==> config.mk <==
export PLATFORM = sky130hd
export DESIGN_NAME = i2c_reg_sequencer
export DESIGN_NICKNAME = d
export VERILOG_FILES = /design/src/rtl/i2c_reg_sequencer_pkg.sv /design/src/rtl/i2c_reg_sequencer.sv
export SDC_FILE = /design/constraint.sdc
export NUM_CORES = 1
export LEC_CHECK = 0
export ABC_AREA = 1
export BUFFER_PORTS_ARGS = -buffer_cell sky130_fd_sc_hd__buf_2
export CAP_MARGIN = 10
export CORE_MARGIN = 2
export CORE_UTILIZATION = 50
export DETAILED_ROUTE_END_ITERATION = 12
export GPL_TIMING_DRIVEN = 0
export PLACE_DENSITY_LB_ADDON = 0.3
export SYNTH_ARGS = -nofsm -noshare
export SYNTH_HDL_FRONTEND = slang
export SYNTH_SLANG_ARGS = --single-unit
==> constraint.sdc <==
create_clock -name clk -period 3.05 [get_ports clk]
set_clock_uncertainty 0.2 [all_clocks]
set_input_delay 0.4575 -clock clk [delete_from_list [all_inputs] [get_ports clk]]
set_output_delay 0.4575 -clock clk [all_outputs]
set_load 0.02 [all_outputs]
==> src/rtl/i2c_reg_sequencer_pkg.sv <==
// Shared definitions for the table-driven I2C register sequencer.
// Holds the opcode values, the command-entry layout and field offsets,
// the sequencer state encoding and a helper that packs a table entry.
package i2c_reg_sequencer_pkg;

  localparam int unsigned ENTRY_W = 26;

  // Entry field offsets: {op[1:0], reg[7:0], data[7:0], mask[7:0]}
  localparam int unsigned OP_LSB   = 24;
  localparam int unsigned REG_LSB  = 16;
  localparam int unsigned DATA_LSB = 8;
  localparam int unsigned MASK_LSB = 0;

  localparam logic [1:0] OP_WRITE        = 2'd0;
  localparam logic [1:0] OP_WRITE_VERIFY = 2'd1;
  localparam logic [1:0] OP_DELAY        = 2'd2;
  localparam logic [1:0] OP_END          = 2'd3;

  typedef struct packed {
    logic [1:0] op;
    logic [7:0] reg_addr;
    logic [7:0] data;
    logic [7:0] mask;
  } cmd_t;

  localparam logic [3:0] ST_IDLE     = 4'd0;
  localparam logic [3:0] ST_FETCH    = 4'd1;
  localparam logic [3:0] ST_ISSUE_WR = 4'd2;
  localparam logic [3:0] ST_WAIT_WR  = 4'd3;
  localparam logic [3:0] ST_ISSUE_RD = 4'd4;
  localparam logic [3:0] ST_WAIT_RD  = 4'd5;
  localparam logic [3:0] ST_FAIL     = 4'd6;
  localparam logic [3:0] ST_DLY      = 4'd7;
  localparam logic [3:0] ST_NEXT     = 4'd8;
  localparam logic [3:0] ST_DONE     = 4'd9;
  localparam logic [3:0] ST_ERROR    = 4'd10;

  // Build one table entry from its fields.
  function automatic logic [ENTRY_W-1:0] pack_cmd(input logic [1:0] op,
                                                  input logic [7:0] reg_addr,
                                                  input logic [7:0] data,
                                                  input logic [7:0] mask);
    logic [ENTRY_W-1:0] e;
    e = '0;
    e[OP_LSB   +: 2] = op;
    e[REG_LSB  +: 8] = reg_addr;
    e[DATA_LSB +: 8] = data;
    e[MASK_LSB +: 8] = mask;
    return e;
  endfunction

endpackage

==> src/rtl/i2c_reg_sequencer.sv <==
// Table-driven I2C register-init sequencer.
// Walks an external command table (WRITE, WRITE_VERIFY, DELAY, END) and
// drives the request/response handshake of i2c_master, with per-command
// retry on bus error / verify miscompare and failing-index reporting.
// Ports:
//   clk, reset (async, active low), start (level)
//   cmd_idx / cmd_entry            : table lookup (entry valid same cycle)
//   i2c_chip_addr/reg_addr/data_in : request payload to i2c_master
//   i2c_write_en / i2c_read_en     : one-cycle request pulses
//   i2c_done/status/data_out       : completion from i2c_master
//   busy, done, error, err_idx     : sequence status
module i2c_reg_sequencer
  import i2c_reg_sequencer_pkg::*;
#(
  parameter logic [6:0]  CHIP_ADDR  = 7'h39,
  parameter int unsigned CMD_COUNT  = 16,
  parameter int unsigned MAX_RETRY  = 3,
  parameter int unsigned DELAY_UNIT = 1024,
  parameter int unsigned IDX_W      = (CMD_COUNT > 1) ? $clog2(CMD_COUNT) : 1
) (
  input  logic               clk,
  input  logic               reset,
  input  logic               start,
  output logic [IDX_W-1:0]   cmd_idx,
  input  logic [ENTRY_W-1:0] cmd_entry,
  output logic [6:0]         i2c_chip_addr,
  output logic [7:0]         i2c_reg_addr,
  output logic [7:0]         i2c_data_in,
  output logic               i2c_write_en,
  output logic               i2c_read_en,
  input  logic               i2c_done,
  input  logic [2:0]         i2c_status,
  input  logic [7:0]         i2c_data_out,
  output logic               busy,
  output logic               done,
  output logic               error,
  output logic [IDX_W-1:0]   err_idx
);

  localparam int unsigned RTY_W = (MAX_RETRY > 0) ? $clog2(MAX_RETRY + 1) : 1;
  localparam int unsigned DLY_W = 8 + $clog2(DELAY_UNIT + 1);

  logic [3:0]       state;
  logic [3:0]       state_next;
  cmd_t             entry;
  logic [1:0]       cur_op;
  logic [7:0]       cur_mask;
  logic [RTY_W-1:0] retry;
  logic [DLY_W-1:0] dly_cnt;
  logic [DLY_W-1:0] dly_load;
  logic             last_cmd;
  logic             retry_left;
  logic             verify_ok;
  logic             rest_next;

  assign entry      = cmd_entry;
  assign dly_load   = DLY_W'(entry.data) * DLY_W'(DELAY_UNIT);
  assign last_cmd   = (cmd_idx == IDX_W'(CMD_COUNT - 1));
  assign retry_left = (retry < RTY_W'(MAX_RETRY));
  // i2c_data_in still holds the written value while the readback is pending.
  assign verify_ok  = (((i2c_data_out ^ i2c_data_in) & cur_mask) == 8'h00);
  assign rest_next  = (state_next == ST_IDLE) || (state_next == ST_DONE) ||
                      (state_next == ST_ERROR);

  // State register.
  always_ff @(posedge clk or negedge reset) begin
    if (!reset) state <= ST_IDLE;
    else        state <= state_next;
  end

  // Next-state logic.
  always_comb begin
    state_next = state;
    case (state)
      ST_IDLE, ST_DONE, ST_ERROR: if (start) state_next = ST_FETCH;
      ST_FETCH: begin
        case (entry.op)
          OP_WRITE, OP_WRITE_VERIFY: state_next = ST_ISSUE_WR;
          OP_DELAY:                  state_next = ST_DLY;
          default:                   state_next = ST_DONE;
        endcase
      end
      ST_ISSUE_WR: state_next = ST_WAIT_WR;
      ST_WAIT_WR: begin
        if (i2c_done) begin
          if (i2c_status != 3'd0)            state_next = ST_FAIL;
          else if (cur_op == OP_WRITE_VERIFY) state_next = ST_ISSUE_RD;
          else                                state_next = ST_NEXT;
        end
      end
      ST_ISSUE_RD: state_next = ST_WAIT_RD;
      ST_WAIT_RD: begin
        if (i2c_done) begin
          if ((i2c_status == 3'd0) && verify_ok) state_next = ST_NEXT;
          else                                   state_next = ST_FAIL;
        end
      end
      ST_FAIL: state_next = retry_left ? ST_ISSUE_WR : ST_ERROR;
      ST_DLY:  if (dly_cnt == '0) state_next = ST_NEXT;
      ST_NEXT: state_next = last_cmd ? ST_DONE : ST_FETCH;
      default: state_next = ST_IDLE;
    endcase
  end

  // Datapath and registered outputs; status/strobes follow the next state
  // so they are aligned with the state they describe.
  always_ff @(posedge clk or negedge reset) begin
    if (!reset) begin
      cmd_idx       <= '0;
      err_idx       <= '0;
      retry         <= '0;
      dly_cnt       <= '0;
      cur_op        <= OP_WRITE;
      cur_mask      <= 8'h00;
      i2c_chip_addr <= 7'h00;
      i2c_reg_addr  <= 8'h00;
      i2c_data_in   <= 8'h00;
      i2c_write_en  <= 1'b0;
      i2c_read_en   <= 1'b0;
      busy          <= 1'b0;
      done          <= 1'b0;
      error         <= 1'b0;
    end else begin
      i2c_write_en <= (state_next == ST_ISSUE_WR);
      i2c_read_en  <= (state_next == ST_ISSUE_RD);
      busy         <= !rest_next;
      done         <= (state_next == ST_DONE);
      error        <= (state_next == ST_ERROR);
      case (state)
        ST_IDLE, ST_DONE, ST_ERROR: begin
          if (start) begin
            cmd_idx <= '0;
            err_idx <= '0;
            retry   <= '0;
          end
        end
        ST_FETCH: begin
          cur_op        <= entry.op;
          cur_mask      <= entry.mask;
          i2c_chip_addr <= CHIP_ADDR;
          i2c_reg_addr  <= entry.reg_addr;
          i2c_data_in   <= entry.data;
          dly_cnt       <= dly_load;
        end
        ST_FAIL: begin
          if (retry_left) retry   <= retry + RTY_W'(1);
          else            err_idx <= cmd_idx;
        end
        ST_DLY: if (dly_cnt != '0) dly_cnt <= dly_cnt - DLY_W'(1);
        ST_NEXT: begin
          retry <= '0;
          if (!last_cmd) cmd_idx <= cmd_idx + IDX_W'(1);
        end
        default: ;
      endcase
    end
  end

endmodule

==> summary.md, run 1 <==
| Metric | Value |
|---|---|
| Status | completed |
| Core area | 7137 µm² |
| Slew HR | 44.33% |
| Clock slew at reported path FFs | 0.07 ns |
| PD cells | 1016 nW/µm² |
| Final WS setup | 0.9398 ns |
| DRC errors left | 0 |
| Post-synth EDFFs | 0 |
| CTS root buffer | clkbuf_8 |
| Std cell rows | 31 |
| Total CTS buffers | 9 |
| R2r worst-path depth | 10 |
| CP Capture Type | register |
| Initial Utilization | 50.88% |
| Post-synthesis register bit count | 65 |
| Distinct cell type count after synthesis | 37 |
| Place WS | 0.9876 ns |
| DR vias/cell | 4.889 |
| GR Util All Layers | 21.68% |
| Critical Path RT | 3.10 ns |
| Max VDD drop | 0.0004697 V |
| # port buffers | 73 |
| Min cycle time layout | 2.110 ns |
| Crit path DAT | 2.16 ns |
| DR pass1 iterations | 4 |
| Post-synthesis sequential area ratio | 44.80% |
| Clock Power Share | 16.6% |
| Worst R2R Start | dly_cnt[0] |
| Avg Cell Area, Syn | 7.792 µm² |
| Die width | 89.22 µm |
| CTS tree | yes |
| Final instance area | 4324 µm² |
| Syn Std Cell Area | 3631 µm² |
| I/O pin count | 77 |
| Post-Route WL | 7862 µm |
| Net Sw Frac | 47.06% |
| H-tree depth | 3 |
| Internal power | 2.326 mW |
| Post-route ant nets | 0 |
| Final hold viol count | 0 |
| Via count | 3207 |
| Post-CTS Setup Inserts | 0 |
| Startpoint Class | register |
| Number of max-cap violations | 0 |
| First-pass GRT wire length | 13460 µm |
| Sequential power share | 33.2% |
| CP Launch Point | dly_cnt[0] |
| Share of cells above drive strength 1 | 26.39% |
| Top-count cell post-synth | nand2_1 |
| Detailed placement HPWL | 5836 µm |
| Cells after Synth | 466 |
| CTS Buffer Depth | 2 |
| Largest net degree at the start of global routing | 66 |
| Synth top area share | 44.80% |
| Max Freq | 0.4739 GHz |
| WS Path Type | register to register |
| Wirelength per Cell | 11.98 µm |
| YS warnings | 0 |
| GPL Wtd Cong | 0.8801 |
| Worst Tran Pin Value | 0.8350 ns |
| Antenna cell count | 0 |
| RSZ-0062 raised after global routing | false |
| Top layer reached by signal wires | met4 |
| Wl on met1 | 3549 µm |
| Ys async rst share | 100.0% |
| Post-route clock period utilization | 69.19% |
| Most frequent cells after synthesis | nand2_1, dfrtp_1, inv_1 |
| Die area | 7959 µm² |
| Post-synth top area cell | dfrtp_1 |
| Vias in the first global route | 3074 |
| Reg2Reg Setup Slack | 0.94 ns |
| Setup TNS | 0 ns |
| Sw power | 2.068 mW |
| Initial antenna violation count | 0 |
| Final net count | 597 |
| Combinational fraction of design power | 50.3% |
| PostCTS Resize Cnt | 0 |
| Number of DRC markers in iteration 0 | 154 |
| Final setup viols | 0 |
| GR Overflow Total | 0 |
| Max FO, Critical Path | 4 |
| Hold crit path type | input pin to asynchronous set/reset pin |
| Die Y | 89.22 µm |
| Top cells by area, synth | dfrtp_1, nand2_1, inv_1 |
| DP Area | 4130 µm² |
| Post-synth top flop | dfrtp_1 |
| Final max-slew violation count | 0 |
| Worst-Skew Late Latency | 0.34 ns |
| Area Overhead vs Synth | 19.09% |
| DR WL met3 | 457 µm |
| Num Clock Sinks | 65 |
| Worst r2r dst | dly_cnt[12] |
| Leak pwr | 2.341 nW |
| Hold Buf Count CTS | 0 |
| Routed wire length on met2 | 3722 µm |
## critical path, cell delays in order (launching register included)
cell and delay (ns):
dfrtp_1 0.43, inv_1 0.13, ha_1 0.16, inv_1 0.07, nor2_4 0.14, inv_1 0.08
nor2_4 0.18, nand2_2 0.10, nor3_1 0.23, a22oi_1 0.11, o21ai_0 0.17
## state kept, by name (all words and copies together), names as in the netlist
name and flops:
i2c_data_in 8, i2c_read_en 1, i2c_chip_addr 1, cmd_idx 4, done 1, cur_op 2
i2c_write_en 1, busy 1, dly_cnt 19, state 4, error 1, retry 2
err_idx 4, cur_mask 8, i2c_reg_addr 8
## kinds of logic (layout without fill, tap and decap cells)
kind of cell	Yosys count	count (layout)	synth area share (%)
AND/OR/NAND/NOR	242	242	31.67
buffers and inverters	81	170	9.648
flip-flops	65	65	44.80
AO/OA/AOI/OAI	64	64	10.20
XOR/XNOR	8	8	1.930
adder cells (fa/ha/maj)	4	4	1.378
other	1	3	0.1033
multiplexers	1	1	0.2757
## worst max-delay path by stage
stage	to	slack, ns	depth (start not counted)
detailed placement	dly_cnt[9]	0.99	11
global placement	busy	1.0	13
floorplan	dly_cnt[14]	1.21	11
global route	dly_cnt[12]	0.75	10
finish	dly_cnt[12]	0.94	10
CTS	dly_cnt[12]	0.96	10
## power by group through the flow
stage               combinational [mW]  clock (mW)  sequential (mW)
finish                            2.21       0.727             1.46
global route                      2.52       0.775             1.50
CTS                               2.23       0.739             1.45
detailed placement                2.22           0             1.46
global placement                  2.15           0             1.45
floorplan                         1.54           0             1.58
## placed cells by master (no fill, tap or decap), types with 4 or more instances in the layout
cell | Yosys | routed
nand2_4 | 4 | 4
o21ai_0 | 27 | 27
a21oi_1 | 15 | 15
clkbuf_1 | 4 | 4
ha_1 | 4 | 4
inv_2 | 8 | 8
nor2_2 | 7 | 7
inv_1 | 58 | 58
nand2_1 | 142 | 142
nand2_2 | 7 | 7
xor2_1 | 5 | 5
buf_2 | 3 | 75
nand3_1 | 22 | 22
nor2_1 | 35 | 35
nand3_2 | 4 | 4
clkbuf_8 | 0 | 9
nor2_4 | 10 | 10
o31ai_1 | 9 | 9
buf_4 | 7 | 8
dfrtp_1 | 65 | 65
## per-layer routing
metal / up-vias / GRT usage, %
met2: 83 / 36.36
met3: 11 / 4.063
met4: 0 / 7.463
met5: - / 0
met1: 1484 / 28.21
li1: 1629 / -
## final cells by class
type / count / area, µm²
clock inverter: 7 / 70.07
sequential: 65 / 1627
clock buffer: 9 / 123.9
multi-input combinational: 322 / 1662
fill: 675 / 2813
inverter: 66 / 247.7
timing repair buffer: 73 / 367.9
buffer: 15 / 102.6
tap: 99 / 123.9
## through the flow
step / std cells / hold WS (ns) / total power, mW / util, %
floorplan: 468 / -0.03809 / 3.115 / -
global placement: 640 / 0.2499 / 3.602 / 57.84
detailed placement: 640 / 0.2527 / 3.677 / 57.87
CTS: 656 / 0.05373 / 4.422 / 60.59
global route: 656 / 0.09411 / 4.799 / 60.59
finish: 656 / 0.01506 / 4.394 / 60.59
Power figures use the tool's default switching activity.
==> run 2, diff against run 1 <==
==> constraint.sdc (replaced) <==
create_clock -name clk -period 2.21 [get_ports clk]
set_clock_uncertainty 0.2 [all_clocks]
set_input_delay 0.3315 -clock clk [delete_from_list [all_inputs] [get_ports clk]]
set_output_delay 0.3315 -clock clk [all_outputs]
set_load 0.02 [all_outputs]
==> run 2 against run 1 <==
Register-to-register slack got worse by 0.76 ns; critical endpoint is now dly_cnt[9]; hold slack improved by 0.0028 ns; die area unchanged; combinational power increased by 39%; sequential share of layout area decreased by 1.3 points; critical path depth increased by 1; highest routed layer unchanged.
==> summary.md, run 2 (synthesized netlist as in run 1, its figures left out) <==
| Metric | Value |
|---|---|
| Crit path DAT | 2.07 ns (was 2.16 ns) |
| Hold Path Origin | cmd_entry[8] |
| Critical Path RT | 2.25 ns (was 3.10 ns) |
| Startpoint Class | register (unchanged) |
| Worst R2R Start | dly_cnt[0] (unchanged) |
| Worst Tran Pin Value | 0.8325 ns (was 0.8350 ns) |
| Num Clock Sinks | 65 (unchanged) |
| Die Y | 89.22 µm (unchanged) |
| Layer with the highest usage | met2 (unchanged) |
| Crit path buf inv count | 4 (was 3) |
| WS Path Type | register to register (unchanged) |
| Share of cells above drive strength 1 | 26.40% (was 26.39%) |
| Clock slew at reported path FFs | 0.07 ns (about the same) |
| Largest stage delay, worst path | 0.45 ns (was 0.43 ns) |
| Largest net degree at the start of global routing | 66 (unchanged) |
| Hold crit path type | input pin to register (was input pin to asynchronous set/reset pin) |
| Leak pwr | 2.402 nW (was 2.341 nW) |
| CTS tree | yes (unchanged) |
| Post-route ant nets | 0 (unchanged) |
| Final hold viol count | 0 (unchanged) |
| Max FO, Critical Path | 10 (was 4) |
| Internal power | 3.231 mW (was 2.326 mW) |
| Status | completed (unchanged) |
| Slew HR | 44.50% (was 44.33%) |
| CP top delay family | simple AND/OR/NAND/NOR gates (unchanged) |
| Clock Power Share | 16.5% (was 16.6%) |
| Post-Route WL | 8185 µm (was 7862 µm) |
| PD cells | 1363 nW/µm² (was 1016 nW/µm²) |
| Die area | 7959 µm² (unchanged) |
| DRC errors left | 0 (unchanged) |
| Vias in the first global route | 3207 (was 3074) |
| Initial Utilization | 50.88% (unchanged) |
| Fin Hold WS | 0.01783 ns (was 0.01506 ns) |
| Number of max-cap violations | 0 (unchanged) |
| First-pass GRT wire length | 13940 µm (was 13460 µm) |
| I/O pin count | 77 (unchanged) |
| Std cell rows | 31 (unchanged) |
| Area Overhead vs Synth | 23.40% (was 19.09%) |
| Min cycle time layout | 2.030 ns (was 2.110 ns) |
| Met3 GRT Util | 4.155% (was 4.063%) |
| Max Freq | 0.4927 GHz (was 0.4739 GHz) |
| Max VDD drop | 0.0006484 V (was 0.0004697 V) |
| Met2 usage | 38.59% (was 36.36%) |
| Final max-slew violation count | 0 (unchanged) |
| CTS Buffer Depth | 2 (unchanged) |
| Sequential power share | 33.1% (was 33.2%) |
| Max reg flops | 19 (unchanged) |
| Worst path cell trace | inv_2 > ha_1 > inv_1 > nor2_1 > nand4_2 > nand2_4 > nand2_4 > inv_2 > buf_4 > nand2_1 > o31ai_1 (was inv_1 > ha_1 > inv_1 > nor2_4 > inv_1 > nor2_4 > nand2_2 > nor3_1 > a22oi_1 > o21ai_0) |
| GPL Wtd Cong | 0.8801 (unchanged) |
| RSZ-0062 raised after global routing | false (unchanged) |
| H-tree depth | 3 (unchanged) |
| Most frequent cells in the layout | nand2_1, buf_2, dfrtp_1 (unchanged) |
| Detailed placement HPWL | 5836 µm (unchanged) |
| Final net count | 612 (was 597) |
| # port buffers | 73 (unchanged) |
| Core area | 7137 µm² (unchanged) |
| Worst-Skew Late Latency | 0.34 ns (about the same) |
| DR vias/cell | 4.866 (was 4.889) |
| Net Sw Frac | 47.09% (was 47.06%) |
| GR Overflow Total | 0 (unchanged) |
| Final setup viols | 0 (unchanged) |
| Setup TNS | 0 ns (unchanged) |
| Commonest non-fill, non-tap cell in the layout | nand2_1 (unchanged) |
| CP Capture Type | register (unchanged) |
| Number of DRC markers in iteration 0 | 120 (was 154) |
| Sw power | 2.875 mW (was 2.068 mW) |
| CTS root buffer | clkbuf_8 (unchanged) |
| Total CTS buffers | 9 (unchanged) |
| Via count | 3265 (was 3207) |
| Met1 GRT Util | 28.56% (was 28.21%) |
| Post-route clock period utilization | 91.84% (was 69.19%) |
| Antenna cell count | 0 (unchanged) |
| Post-CTS Setup Inserts | 0 (unchanged) |
| Combinational fraction of design power | 50.5% (was 50.3%) |
| Largest Register | dly_cnt (unchanged) |
| GR Util All Layers | 22.49% (was 21.68%) |
| Wirelength per Cell | 12.20 µm (was 11.98 µm) |
| Initial antenna violation count | 0 (unchanged) |
| Crit path max-delay cell type | dfrtp_2 (was dfrtp_1) |
| CP Launch Point | dly_cnt[0] (unchanged) |
| DR pass1 iterations | 4 (unchanged) |
| Die width | 89.22 µm (unchanged) |
==> run 2: area by class of cell <==
type                            instances  area, µm²
Clock buffer                            9      123.9
Fill cell                             652       2656
Multi-Input combinational cell        322       1667
Inverter                               66      247.7
Buffer                                 15      102.6
Sequential cell                        65       1628
Tap cell                               99      123.9
Timing Repair Buffer                   88      518.0
Clock inverter                          7      70.07
==> run 2: timing repair <==
action                     CTS  global route
hold endpoints to repair    79             0
setup endpoints to repair    0             9
resized for setup            0             4
hold buffers                15             0
==> run 2: worst paths after layout <==
path	to	slack, ns	cells after the start
max	dly_cnt[9]	0.18	11
min	i2c_data_in[0]	0.02	3
max reg2reg	dly_cnt[9]	0.18	11
min reg2reg	i2c_reg_addr[6]	0.27	2
max in group asynchronous	dly_cnt[0]	0.81	2
min in group asynchronous	dly_cnt[2]	0.44	2
==> run 2: per-stage QoR <==
stage | instance area [µm²] | instances | util, % | setup WS [ns] | power (mW)
6_report | 4481 | 671 | 62.78 | 0.1803 | 6.106
5_1_grt | 4481 | 671 | 62.78 | 0.004705 | 6.664
4_1_cts | 4474 | 671 | 62.69 | 0.1246 | 6.123
3_5_place_dp | 4130 | 640 | 57.87 | 0.1476 | 5.075
3_3_place_gp | 4128 | 640 | 57.84 | 0.1858 | 4.971
2_1_floorplan | 3638 | 468 | - | 0.3699 | 4.299
==> run 2: worst register-to-register path, delay by kind of cell (launching register included) <==
| family | cells | cell delay (ns) |
|---|---|---|
| and+or+nand+nor | 5 | 0.60 |
| adders and majority gates | 1 | 0.15 |
| buffers and inverters | 4 | 0.48 |
| AOI/OAI and AO/OA | 1 | 0.07 |
| DFF | 1 | 0.45 |
==> run 2: layer usage <==
layer  up-vias  share of wire, %
met5         -                 0
met4         0               1.6
met3        11               4.8
met2        81                49
met1      1517                45
li1       1656                 -
==> run 2: power groups by stage <==
stage / combinational, mW / clock [mW] / sequential, mW
CTS: 3.10 / 1.02 / 2.01
global placement: 2.97 / 0 / 2.00
floorplan: 2.12 / 0 / 2.18
finish: 3.08 / 1.00 / 2.02
global route: 3.51 / 1.07 / 2.08
detailed placement: 3.06 / 0 / 2.02
